==> config.mk <==
export PLATFORM = sky130hd
export DESIGN_NAME = gecko_print_uart_tx
export DESIGN_NICKNAME = d
export VERILOG_FILES = /design/src/rtl/gecko_print_pkg.sv /design/src/rtl/gecko_print_fifo.sv /design/src/rtl/gecko_print_uart_tx.sv
export SDC_FILE = /design/constraint.sdc
export NUM_CORES = 1
export LEC_CHECK = 0
export ABC_AREA = 1
export BUFFER_PORTS_ARGS = -buffer_cell sky130_fd_sc_hd__clkbuf_2
export CORE_MARGIN = 2
export CORE_UTILIZATION = 56
export CTS_BUF_LIST = sky130_fd_sc_hd__clkbuf_4 sky130_fd_sc_hd__clkbuf_8 sky130_fd_sc_hd__clkbuf_16
export DETAILED_ROUTE_END_ITERATION = 12
export PLACE_DENSITY = 0.73
export SETUP_SLACK_MARGIN = 0.2
export SLEW_MARGIN = 20
export SYNTH_ARGS = -nofsm -noshare
export SYNTH_HDL_FRONTEND = slang
export SYNTH_HIERARCHICAL = 1
export SYNTH_SLANG_ARGS = --single-unit
==> constraint.sdc <==
create_clock -name clk -period 2.7 [get_ports clk]
set_input_delay 0.405 -clock clk [delete_from_list [all_inputs] [get_ports clk]]
set_output_delay 0.405 -clock clk [all_outputs]
set_load 0.02 [all_outputs]
==> src/rtl/gecko_print_pkg.sv <==
// Shared types and constants for the gecko print UART transmitter.
// Pure declarations; no logic, no latency, no flow control.
package gecko_print_pkg;

    localparam int UART_DATA_BITS = 8;

    typedef enum logic [1:0] {
        IDLE  = 2'd0,
        START = 2'd1,
        DATA  = 2'd2,
        STOP  = 2'd3
    } uart_tx_state_t;

endpackage

==> src/rtl/gecko_print_fifo.sv <==
// Byte FIFO, registered count, head read combinationally (0-cycle pop data).
// Push refused when full even if a pop occurs in the same cycle; pop ignored when empty.
module gecko_print_fifo
    import gecko_print_pkg::*;
#(
    parameter int DEPTH = 16,
    parameter int CNT_W = $clog2(DEPTH + 1)
) (
    input  logic                      clk,
    input  logic                      rst,
    input  logic                      push_vld,
    output logic                      push_rdy,
    input  logic [UART_DATA_BITS-1:0] push_dat,
    input  logic                      pop_en,
    output logic [UART_DATA_BITS-1:0] pop_dat,
    output logic [CNT_W-1:0]          count
);

    localparam int PTR_W = $clog2(DEPTH);
    localparam logic [PTR_W-1:0] PTR_ONE = 1;
    localparam logic [CNT_W-1:0] CNT_ONE = 1;
    localparam logic [CNT_W-1:0] CNT_FULL = CNT_W'(DEPTH);

    logic [UART_DATA_BITS-1:0] mem_q [DEPTH];
    logic [PTR_W-1:0]          wr_ptr_q, wr_ptr_d;
    logic [PTR_W-1:0]          rd_ptr_q, rd_ptr_d;
    logic [CNT_W-1:0]          count_q, count_d;
    logic                      push_fire;
    logic                      pop_fire;

    // Full/empty come from the count so pointers may wrap freely.
    assign push_rdy  = (count_q != CNT_FULL) && rst;
    assign push_fire = push_vld && push_rdy;
    assign pop_fire  = pop_en && (count_q != '0);
    assign pop_dat   = mem_q[rd_ptr_q];
    assign count     = count_q;

    always_comb begin
        wr_ptr_d = wr_ptr_q;
        rd_ptr_d = rd_ptr_q;
        count_d  = count_q;
        if (push_fire) begin
            wr_ptr_d = wr_ptr_q + PTR_ONE;
        end
        if (pop_fire) begin
            rd_ptr_d = rd_ptr_q + PTR_ONE;
        end
        case ({push_fire, pop_fire})
            2'b10:   count_d = count_q + CNT_ONE;
            2'b01:   count_d = count_q - CNT_ONE;
            default: count_d = count_q;
        endcase
    end

    always_ff @(posedge clk) begin
        if (!rst) begin
            wr_ptr_q <= '0;
            rd_ptr_q <= '0;
            count_q  <= '0;
        end else begin
            wr_ptr_q <= wr_ptr_d;
            rd_ptr_q <= rd_ptr_d;
            count_q  <= count_d;
        end
    end

    always_ff @(posedge clk) begin
        if (push_fire) begin
            mem_q[wr_ptr_q] <= push_dat;
        end
    end

endmodule

==> src/rtl/gecko_print_uart_tx.sv <==
// Print stream to 8N1 UART TX, LSB first; tx falls the cycle after the pop, frame 10*CLKS_PER_BIT.
// Backpressure: print_ready low only when the input FIFO is full or in reset.
module gecko_print_uart_tx
    import gecko_print_pkg::*;
#(
    parameter int CLKS_PER_BIT = 868,
    parameter int FIFO_DEPTH   = 16,
    parameter int COUNT_WIDTH  = $clog2(FIFO_DEPTH + 1)
) (
    input  logic                      clk,
    input  logic                      rst,
    input  logic                      print_valid,
    output logic                      print_ready,
    input  logic [UART_DATA_BITS-1:0] print_data,
    output logic                      uart_tx,
    output logic                      busy,
    output logic [COUNT_WIDTH-1:0]    fifo_count
);

    localparam int BAUD_W = $clog2(CLKS_PER_BIT);
    localparam logic [BAUD_W-1:0] BAUD_LAST = BAUD_W'(CLKS_PER_BIT - 1);
    localparam logic [BAUD_W-1:0] BAUD_ONE  = 1;
    localparam logic [2:0]        BIT_LAST  = 3'(UART_DATA_BITS - 1);

    if (CLKS_PER_BIT < 2) begin : g_bad_clks_per_bit
        $error("gecko_print_uart_tx: CLKS_PER_BIT must be >= 2");
    end
    if (FIFO_DEPTH < 2 || (FIFO_DEPTH & (FIFO_DEPTH - 1)) != 0) begin : g_bad_fifo_depth
        $error("gecko_print_uart_tx: FIFO_DEPTH must be a power of 2, >= 2");
    end

    uart_tx_state_t            state_q, state_d;
    logic [BAUD_W-1:0]         baud_q, baud_d;
    logic [2:0]                bit_q, bit_d;
    logic [UART_DATA_BITS-1:0] shift_q, shift_d;
    logic                      tx_q, tx_d;

    logic                      pop_en;
    logic [UART_DATA_BITS-1:0] head_dat;
    logic                      fifo_empty;
    logic                      baud_last;

    gecko_print_fifo #(
        .DEPTH (FIFO_DEPTH),
        .CNT_W (COUNT_WIDTH)
    ) u_fifo (
        .clk      (clk),
        .rst      (rst),
        .push_vld (print_valid),
        .push_rdy (print_ready),
        .push_dat (print_data),
        .pop_en   (pop_en),
        .pop_dat  (head_dat),
        .count    (fifo_count)
    );

    assign fifo_empty = (fifo_count == '0);
    assign baud_last  = (baud_q == BAUD_LAST);
    assign uart_tx    = tx_q;
    assign busy       = (state_q != IDLE) || !fifo_empty;

    always_ff @(posedge clk) begin
        if (!rst) begin
            state_q <= IDLE;
            baud_q  <= '0;
            bit_q   <= '0;
            shift_q <= '0;
            tx_q    <= 1'b1;
        end else begin
            state_q <= state_d;
            baud_q  <= baud_d;
            bit_q   <= bit_d;
            shift_q <= shift_d;
            tx_q    <= tx_d;
        end
    end

    always_comb begin
        state_d = state_q;
        baud_d  = baud_q;
        bit_d   = bit_q;
        shift_d = shift_q;
        pop_en  = 1'b0;
        unique case (state_q)
            IDLE: begin
                if (!fifo_empty) begin
                    pop_en  = 1'b1;
                    shift_d = head_dat;
                    baud_d  = '0;
                    state_d = START;
                end
            end
            START: begin
                if (baud_last) begin
                    baud_d  = '0;
                    bit_d   = '0;
                    state_d = DATA;
                end else begin
                    baud_d = baud_q + BAUD_ONE;
                end
            end
            DATA: begin
                if (baud_last) begin
                    baud_d  = '0;
                    shift_d = shift_q >> 1;
                    bit_d   = bit_q + 3'd1;
                    if (bit_q == BIT_LAST) begin
                        state_d = STOP;
                    end
                end else begin
                    baud_d = baud_q + BAUD_ONE;
                end
            end
            STOP: begin
                if (baud_last) begin
                    baud_d = '0;
                    // Chain straight into the next start bit when data is waiting.
                    if (!fifo_empty) begin
                        pop_en  = 1'b1;
                        shift_d = head_dat;
                        state_d = START;
                    end else begin
                        state_d = IDLE;
                    end
                end else begin
                    baud_d = baud_q + BAUD_ONE;
                end
            end
            default: begin
                state_d = IDLE;
            end
        endcase
    end

    // Line level follows the state being entered, so tx_q lines up with state_q.
    always_comb begin
        tx_d = 1'b1;
        unique case (state_d)
            IDLE:    tx_d = 1'b1;
            START:   tx_d = 1'b0;
            DATA:    tx_d = shift_d[0];
            STOP:    tx_d = 1'b1;
            default: tx_d = 1'b1;
        endcase
    end

endmodule

==> metrics.yaml <==
placement:
  gp_congestion: 0.974
  place_ws_ps: 19.7
  portBuffers: 18
  dp_hpwl_mm: 10.9
logic_synthesis:
  ys_warn_count: 6
  yosys_register_bits: 169
  syn_area_um2: 7760
  synth_nets: 802
  synth_cells: 772
  ys_types: 37
  avgSynthCellArea_um2: 10.1
  yosysSeqAreaShare_pct: 60.1
detailed_routing:
  routed-via-count: 5597
  first_pass_iters: 5
  route.detailed.drc: 0
  vias_per_cell: 5.51
  drt_iter0_drc: 475
  wirelength_mm: 16.6
  final_antenna_net_count: 0
  wl_per_cell_um: 16.3
clocking:
  clock_latency_ps: 420
  cts_root_buf: "clkbuf_16"
  clk_pin_slew_ps: 60
  cts_max_level: 4
  numCtsBuffers: 17
  hold_buffers: 0
  max-clock-path-buffers: 2
  cts.sinks: 169
  cts_tree: "built"
timing:
  maxSlewViolCount: 0
  fin_ws_ps: 216
  final-hold-violation-count: 0
  period_share_pct: 92.0
  slew_headroom_pct: 51.8
  rsz0062_at_grt: "yes"
  setup_tns_ps: 0
  fin_crit_ps: 2480
  fmax_mhz: 403
  worst_slew_pin_slew_ps: 720
  setup_viol: 0
  fin_skew_ps: 6.39
job:
  drv_cap: 0
critical_path:
  crit_fanout: 5
  cp.arrival_ps: 2800
  cp.required_ps: 3010
  path_class: "reg -> reg"
  startpoint_type: "flip-flop"
  endpoint_kind: "flip-flop"
grt:
  grt_max_degree: 62
  grt_pass1_wl_mm: 26.3
  grt-ovfl-total: 0
  antenna_found_initial: 0
  grt_util_all_layers_pct: 23.5
  grt_pass1_vias: 5356
floorplanning:
  ioPinCount: 19
  die_y_um: 122
  die_w_um: 122
  core_um2: 13700
  num_rows: 43
  dieArea_um2: 14800
  start_util_pct: 56.6
power:
  leakagePower_nw: 3.44
  intPower_w: 0.00521
  peakVddDrop_mv: 0.578
  p_sw_w: 0.00255
  p_sw_share_pct: 32.9
  power.density_nw_per_um2: 869
  power_frac_seq_pct: 40.5
  comb_power_share_pct: 28.9
  p_clk_share_pct: 30.6
final_layout:
  diodes: 0
  num-fill-cells: 1051
  syn2layout_area_growth_pct: 15.1
  drive_above_1_share_pct: 17.9
  fin_nets: 853
  mostFrequentLayoutCells: "128 x nand2_1, 128 x edfxtp_1, 113 x inv_1"
hold_path:
  hold_class: "in -> reg"
outcome:
  status: "finished clean"
[power by group through the flow]
stage,registers (W),logic (W),clock network [W]
after floorplan,0.00311,0.00156,0
after global placement,0.00319,0.00195,0
after detailed placement,0.00319,0.00201,0
after CTS,0.00314,0.00210,0.00240
after global routing,0.00317,0.00248,0.00250
final,0.00314,0.00224,0.00238
[critical path: stages (launching register included)]
cell,delay [ps]
dfxtp_1,390
nand2_2,120
nor2_4,160
nand3_4,100
o21ai_4,180
nor3b_4,240
nand2_2,110
inv_4,90
ha_4,150
nand2_2,60
inv_2,80
nor2_2,40
ha_2,180
inv_2,50
nand2_2,60
xor2_1,160
o21ai_0,150
inv_1,60
[layer usage]
metal	share of wire [%]	vias up	GRT usage, %
li1	-	2725	-
met1	42	2689	29.1
met2	52	147	41.0
met3	3.5	36	4.26
met4	2.3	0	9.48
met5	0	-	0
[worst paths after layout]
kind,startpoint,to,slack (ps),cells after the start
min reg2reg,bit_q[0],bit_q[0],460,1
max,baud_q[5],u_fifo/count[2],220,17
min,rst,uart_tx,410,3
max reg2reg,baud_q[5],u_fifo/count[2],220,17
[stage by stage]
step,area [um2],power (W),hold WS [ps],cells,util (%)
2_1_floorplan,7800,0.00467,428,772,-
5_1_grt,8930,0.00815,418,1016,65.1
6_report,8930,0.00776,409,1016,65.1
3_3_place_gp,8200,0.00513,445,971,59.8
4_1_cts,8840,0.00764,403,1010,64.5
3_5_place_dp,8200,0.00520,448,971,59.8
[synth_stat cells, drive strengths merged]
cell type	number	share of area (%)
xor2	4	0.45
inv	123	6.0
o211ai	41	4.6
ha	19	3.1
nor3b	2	0.19
nand4	6	0.48
nand3b	1	0.097
buf	22	1.8
o21a	1	0.097
dfxtp	41	11
nor3	3	0.19
o21ai	52	3.5
a21oi	58	3.9
nand2	137	6.8
edfxtp	128	50
nor2	47	2.7
or2	3	0.24
a31oi	1	0.081
clkbuf	5	0.24
o21bai	1	0.097
a211oi	2	0.19
xnor2	2	0.23
nand3	73	5.0
[final cells by class]
class                           count  area (um2)  area share (%)
Clock buffer                       19         440            4.93
Clock inverter                     13         144            1.61
Inverter                          123         467            5.22
Multi-Input combinational cell    453        2560            28.7
Sequential cell                   169        4670            52.3
Tap cell                          180         225            2.52
Timing Repair Buffer               59         423            4.73
[registers in the layout, indices dropped and copies added, names as in the netlist, named ones only]
| name | cells |
|---|---|
| u_fifo/mem_q | 128 |
| baud_q | 10 |
| shift_q | 8 |
| u_fifo/count | 5 |
| u_fifo/rd_ptr_q | 4 |
| u_fifo/wr_ptr_q | 4 |
| bit_q | 3 |
| state_q | 2 |
| uart_tx | 1 |
[timing repair]
item	CTS	global route
endpoints found under the setup margin	3	3
setup buffers	7	6
endpoints found under the hold margin	0	0
gates resized for setup	4	13
cloned	0	0
pin swaps	5	12
[cells by family after synthesis]
group / Yosys count / share of synthesized area (%)
simple gates: 272 / 15.7
flops: 169 / 60.1
compound gates: 156 / 12.5
buf+inv: 150 / 7.98
fa+ha+maj: 19 / 3.06
xor+xnor: 6 / 0.677
Note: power is estimated with default switching activity, not from simulation.
